[src/rtl/hazard_ctrl_unit_pkg.sv]
// Shared MIPS opcode/funct constants, FSM state encoding and decode helpers
// for the hazard control unit.
package hazard_ctrl_unit_pkg;

    localparam logic [5:0] OP_RTYPE  = 6'h00;
    localparam logic [5:0] OP_REGIMM = 6'h01;
    localparam logic [5:0] OP_J      = 6'h02;
    localparam logic [5:0] OP_JAL    = 6'h03;
    localparam logic [5:0] OP_BEQ    = 6'h04;
    localparam logic [5:0] OP_BNE    = 6'h05;
    localparam logic [5:0] OP_BLEZ   = 6'h06;
    localparam logic [5:0] OP_BGTZ   = 6'h07;
    localparam logic [5:0] OP_LB     = 6'h20;
    localparam logic [5:0] OP_LH     = 6'h21;
    localparam logic [5:0] OP_LW     = 6'h23;
    localparam logic [5:0] OP_LBU    = 6'h24;
    localparam logic [5:0] OP_LHU    = 6'h25;

    localparam logic [4:0] RT_BLTZ   = 5'h00;
    localparam logic [4:0] RT_BGEZ   = 5'h01;

    localparam logic [5:0] FN_JR     = 6'h08;
    localparam logic [5:0] FN_JALR   = 6'h09;
    localparam logic [5:0] FN_MFHI   = 6'h10;
    localparam logic [5:0] FN_MTHI   = 6'h11;
    localparam logic [5:0] FN_MFLO   = 6'h12;
    localparam logic [5:0] FN_MTLO   = 6'h13;
    localparam logic [5:0] FN_MULT   = 6'h18;
    localparam logic [5:0] FN_MULTU  = 6'h19;
    localparam logic [5:0] FN_DIV    = 6'h1A;
    localparam logic [5:0] FN_DIVU   = 6'h1B;

    typedef enum logic [1:0] {
        ST_IDLE   = 2'd0,
        ST_LSTALL = 2'd1,
        ST_FLUSH2 = 2'd2
    } state_t;

    function automatic logic is_load(input logic [31:0] inst);
        return inst[31:26] inside {OP_LW, OP_LH, OP_LHU, OP_LB, OP_LBU};
    endfunction

    function automatic logic is_md(input logic [31:0] inst);
        return (inst[31:26] == OP_RTYPE) &&
               (inst[5:0] inside {FN_MULT, FN_MULTU, FN_DIV, FN_DIVU});
    endfunction

    // Anything that reads or writes HI/LO must wait for the multiplier.
    function automatic logic is_md_user(input logic [31:0] inst);
        return (inst[31:26] == OP_RTYPE) &&
               (inst[5:0] inside {FN_MFHI, FN_MFLO, FN_MTHI, FN_MTLO,
                                  FN_MULT, FN_MULTU, FN_DIV, FN_DIVU});
    endfunction

    function automatic logic is_ctrl(input logic [31:0] inst, input logic taken);
        logic w_br;
        w_br = (inst[31:26] inside {OP_BEQ, OP_BNE, OP_BLEZ, OP_BGTZ}) ||
               ((inst[31:26] == OP_REGIMM) && (inst[20:16] inside {RT_BLTZ, RT_BGEZ}));
        return (w_br && taken) ||
               (inst[31:26] inside {OP_J, OP_JAL}) ||
               ((inst[31:26] == OP_RTYPE) && (inst[5:0] inside {FN_JR, FN_JALR}));
    endfunction

endpackage

[src/rtl/hazard_ctrl_unit_md_busy_tracker.sv]
// Tracks how long HI/LO stay busy after a multiply/divide leaves ID/EX.
module md_busy_tracker #(
    parameter int MD_LATENCY = 4
) (
    input  logic clk,
    input  logic rst_n,
    input  logic start,
    input  logic freeze,
    output logic busy
);

    logic [3:0] r_cnt;

    always_ff @(posedge clk or negedge rst_n) begin
        if (!rst_n) begin
            r_cnt <= '0;
        end else if (!freeze) begin
            if (start)
                r_cnt <= 4'(MD_LATENCY);
            else if (r_cnt != 4'd0)
                r_cnt <= r_cnt - 4'd1;
        end
    end

    assign busy = (r_cnt != 4'd0) || start;

endmodule

[src/rtl/hazard_ctrl_unit.sv]
// Pipeline hazard controller: load-use stalls, HI/LO interlock and
// IF/ID flushing for taken control transfers, with memory-wait freeze.
module hazard_ctrl_unit
    import hazard_ctrl_unit_pkg::*;
#(
    parameter int LOAD_STALL  = 1,
    parameter int FLUSH_SLOTS = 1,
    parameter int MD_LATENCY  = 4
) (
    input  logic        clk,
    input  logic        rst_n,
    input  logic [31:0] id_ex_inst,
    input  logic [31:0] if_id_inst,
    input  logic        branch_taken,
    input  logic        mem_stall,
    output logic        pc_write,
    output logic        if_id_write,
    output logic        id_ex_clean,
    output logic        if_id_flush,
    output logic        hazard_stall
);

    state_t     r_state, w_state_nxt;
    logic [1:0] r_scnt, w_scnt_nxt;
    logic       w_load_use, w_md_busy, w_md_hazard, w_ctrl;

    assign w_load_use = is_load(id_ex_inst) && (id_ex_inst[20:16] != 5'd0) &&
                        ((id_ex_inst[20:16] == if_id_inst[25:21]) ||
                         (id_ex_inst[20:16] == if_id_inst[20:16]));
    assign w_md_hazard = w_md_busy && is_md_user(if_id_inst);
    assign w_ctrl      = is_ctrl(id_ex_inst, branch_taken);

    md_busy_tracker #(
        .MD_LATENCY(MD_LATENCY)
    ) u_md_busy_tracker (
        .clk   (clk),
        .rst_n (rst_n),
        .start (is_md(id_ex_inst)),
        .freeze(mem_stall),
        .busy  (w_md_busy)
    );

    always_ff @(posedge clk or negedge rst_n) begin
        if (!rst_n) begin
            r_state <= ST_IDLE;
            r_scnt  <= 2'd0;
        end else if (!mem_stall) begin
            r_state <= w_state_nxt;
            r_scnt  <= w_scnt_nxt;
        end
    end

    always_comb begin
        w_state_nxt = r_state;
        w_scnt_nxt  = r_scnt;
        case (r_state)
            ST_IDLE: begin
                if (w_load_use) begin
                    if (LOAD_STALL > 1) begin
                        w_state_nxt = ST_LSTALL;
                        w_scnt_nxt  = 2'(LOAD_STALL - 1);
                    end
                end else if (!w_md_hazard && w_ctrl && (FLUSH_SLOTS == 2)) begin
                    w_state_nxt = ST_FLUSH2;
                end
            end
            ST_LSTALL: begin
                w_scnt_nxt = r_scnt - 2'd1;
                if (r_scnt <= 2'd1)
                    w_state_nxt = ST_IDLE;
            end
            ST_FLUSH2: w_state_nxt = ST_IDLE;
            default:   w_state_nxt = ST_IDLE;
        endcase
    end

    // Outputs are combinational so a hazard is answered in the same cycle.
    always_comb begin
        pc_write    = 1'b1;
        if_id_write = 1'b1;
        id_ex_clean = 1'b0;
        if_id_flush = 1'b0;
        if (mem_stall) begin
            pc_write    = 1'b0;
            if_id_write = 1'b0;
        end else begin
            case (r_state)
                ST_IDLE: begin
                    if (w_load_use || w_md_hazard) begin
                        pc_write    = 1'b0;
                        if_id_write = 1'b0;
                        id_ex_clean = 1'b1;
                    end else if (w_ctrl) begin
                        if_id_flush = 1'b1;
                    end
                end
                ST_LSTALL: begin
                    pc_write    = 1'b0;
                    if_id_write = 1'b0;
                    id_ex_clean = 1'b1;
                end
                ST_FLUSH2: if_id_flush = 1'b1;
                default: ;
            endcase
        end
    end

    assign hazard_stall = !pc_write;

endmodule

[config.mk]
export PLATFORM = sky130hd
export DESIGN_NAME = hazard_ctrl_unit
export DESIGN_NICKNAME = d
export VERILOG_FILES = /design/src/rtl/hazard_ctrl_unit_pkg.sv /design/src/rtl/hazard_ctrl_unit_md_busy_tracker.sv /design/src/rtl/hazard_ctrl_unit.sv
export SDC_FILE = /design/constraint.sdc
export NUM_CORES = 1
export LEC_CHECK = 0
export ABC_CLOCK_PERIOD_IN_PS = 2600
export BUFFER_PORTS_ARGS = -buffer_cell sky130_fd_sc_hd__buf_2
export CORE_MARGIN = 2
export CORE_UTILIZATION = 28
export CTS_BUF_LIST = sky130_fd_sc_hd__clkbuf_8
export CTS_CLUSTER_DIAMETER = 50
export DETAILED_ROUTE_END_ITERATION = 8
export PLACE_DENSITY = 0.78
export SYNTH_ARGS = -nofsm -noshare
export SYNTH_HDL_FRONTEND = slang
export SYNTH_HIERARCHICAL = 1
export SYNTH_SLANG_ARGS = --single-unit
[constraint.sdc]
create_clock -name clk -period 2.6 [get_ports clk]
set_input_delay 0.52 -clock clk [delete_from_list [all_inputs] [get_ports clk]]
set_output_delay 0.52 -clock clk [all_outputs]
set_load 0.01 [all_outputs]
==> results.yml <==
placed_design:
  dp_hpwl_um: 1370
  port_buffers: 43
  gp_congestion: 0.726
yosys:
  synthTopCellsByArea: "dfrtp_1 19%, xor2_1 17%, o21ai_0 7.7%"
  async_flop_share_pct: 100
  synth_top_area_share_pct: 19.3
  syn-cell-area_um2: 518
  syn-num-nets: 135
  ys_warn_count: 6
  ys_types: 26
  ys.flop_type: "dfrtp_1"
  synthCells: 65
  avgSynthCellArea_um2: 7.97
  synth_seq_cells: 4
  yosysSeqAreaShare_pct: 19.3
  synth_enable_flop_cells: 0
  yosysTopAreaCell: "dfrtp_1"
die:
  fp-row-count: 15
  core_area_um2: 1730
  die_area_um2: 2210
  die_w_um: 47.0
  start_util_pct: 30.0
  pin_count: 73
  die_h_um: 47.0
worst_setup_path:
  critPathMaxFanout: 3
  required_ns: 2.08
  worstSetupEndpointType: "primary output"
  r2r-end: "u_md_busy_tracker/r_cnt[0]"
  r2r_start: "u_md_busy_tracker/r_cnt[0]"
  worst_setup_path_start_kind: "primary input"
  worstPathArrival_ns: 1.95
  crit_type: "primary input to primary output"
  worst-r2r-cell-count: 7
  rrSetupSlack_ns: 1.14
routing:
  finalWirelength_um: 1610
  drtPass1Iterations: 4
  vias: 672
  avgRoutedWirePerCell_um: 11.5
  drc: 0
  via_per_inst: 4.80
  final_antenna_net_count: 0
  drt-initial-drc-count: 18
power_and_ir_drop:
  switching_share_pct: 35.1
  pwr_density_cell_nw_per_um2: 508
  power.switching_mw: 0.157
  total_power_mw: 0.446
  seq_power_share_pct: 28.5
  ir_worst_vdd_v: 0.000276
  internal_power_mw: 0.289
  clock_power_share_pct: 28.3
  leakage_nw: 0.437
  p_comb_share_pct: 43.2
finish:
  fin_nets: 187
  regMostFlops: "u_md_busy_tracker/r_cnt"
  drive_above_1_share_pct: 50.4
  fin_util_pct: 50.9
  largest_registers: "u_md_busy_tracker/r_cnt (4)"
  antennaDiodeCount: 0
  area_delta_synth_final_pct: 69.6
  n_fill_cell: 187
  largest_reg_flops: 4
hold_path:
  min_path_type: "primary input to asynchronous set/reset pin"
grt:
  grt_pass1_vias: 651
  grt_overflow: 0
  grt_max_degree: 11
  grt_pass1_wl_um: 2450
  grt_antenna_before_repair: 0
  grt_usage_pct: 15.5
sta:
  holdWs_ns: 0.103
  worst_pin_slew_ns: 0.272
  finalClockSkew_ns: 0.00219
  setup_viol: 0
  period_share_pct: 95.1
  rsz0062_at_grt: "true"
  hold_viol: 0
  post-route-min-period_ns: 2.47
  relSlewSlack_pct: 81.7
  max_freq_mhz: 404
  maxSlewViolCount: 0
clock_network:
  root_buffer: "clkbuf_8"
  clock_latency_ns: 0.21
  cts_sinks: 4
  path_clk_slew_ns: 0.03
  cts-buffers-inserted: 3
  ctsHoldBuffers: 0
  cts_buffer_depth: 2
  cts_tree: "built"
  htree_num_levels: 1
run_status:
  outcome: "finished, final reports clean"
job:
  maxCapViolCount: 0
==> power groups by stage <==
| stage | Combinational (mW) | Sequential, mW | Clock (mW) |
|---|---|---|---|
| after floorplan | 0.114 | 0.118 | 0 |
| after global placement | 0.172 | 0.125 | 0 |
| after detailed placement | 0.181 | 0.127 | 0 |
| after CTS | 0.183 | 0.127 | 0.131 |
| after global routing | 0.218 | 0.132 | 0.137 |
| final | 0.193 | 0.127 | 0.126 |
==> timing repair <==
item	4_1_cts	5_1_grt
setup endpoints to repair	5	5
pin swaps	0	1
buffers inserted	0	2
gates resized for setup	1	6
gates cloned	0	0
==> area by class of cell <==
type | count | area, µm² | share of cell area [%]
flip-flops and latches | 4 | 100 | 11.4
multi-input cells | 53 | 410 | 46.7
inverters | 7 | 26.3 | 2.99
well taps | 25 | 31.3 | 3.56
repair buffers | 48 | 269 | 30.6
clock buffers | 3 | 41.3 | 4.70
==> cells in the mapped netlist, types with 2 or more instances <==
master,n
dfrtp_1,4
ha_1,2
inv_1,7
nand2_1,2
nor2_1,7
nor2b_1,2
nor3_1,4
nor4b_1,3
o21ai_0,8
xor2_1,10
==> kinds of logic after synthesis <==
| family | count (synthesis) | share of synthesized area (%) |
|---|---|---|
| compound gates | 16 | 20.5 |
| flops | 4 | 19.3 |
| fa+ha+maj | 2 | 4.83 |
| simple gates | 25 | 31.9 |
| buf+inv | 8 | 6.52 |
| xor+xnor | 10 | 16.9 |
==> through the flow <==
step | setup TNS [ns] | setup slack (ns) | cells | instance area [µm²]
finish | 0 | 0.127 | 140 | 878
global route | -0.0155 | -0.0155 | 140 | 878
CTS | 0 | 0.0468 | 138 | 833
detailed placement | -0.147 | -0.0632 | 135 | 786
global placement | -0.0630 | -0.0400 | 135 | 786
floorplan | 0 | 0.0989 | 65 | 524
==> worst max-delay path, stage by stage <==
cell      delay (ns)
buf_8           0.10
nor4b_4         0.27
nand2_1         0.09
nor4b_2         0.21
buf_4           0.16
nor4b_4         0.04
inv_1           0.05
nand4b_1        0.13
o21ai_2         0.11
nor2b_1         0.13
buf_2           0.13
==> cells in the final DEF, fill, tap and decap left out, drive strengths merged <==
cell,count
a21oi,1
a22oi,1
a31oi,1
and4b,1
buf,48
clkbuf,3
dfrtp,4
ha,2
inv,7
nand2,2
nand2b,1
nand4b,1
nor2,7
nor2b,2
nor3,4
nor4,1
nor4b,4
o2111ai,2
o21ai,9
o22ai,1
o311ai,1
or2,1
or4,1
xor2,10
==> worst max-delay path by stage <==
stage	startpoint	end
finish	id_ex_inst[26]	id_ex_clean
detailed placement	id_ex_inst[26]	id_ex_clean
global route	id_ex_inst[26]	id_ex_clean
global placement	id_ex_inst[26]	id_ex_clean
floorplan	id_ex_inst[26]	pc_write
CTS	id_ex_inst[26]	id_ex_clean
==> per-layer routing <==
metal | routed length [µm] | global-route usage (%) | up-vias
met5 | 0 | 0 | -
li1 | - | - | 335
met1 | 649 | 16.0 | 305
met2 | 848 | 31.0 | 32
met4 | 0 | 3.33 | 0
met3 | 113 | 3.85 | 0
(Power assumes the default switching activity.)
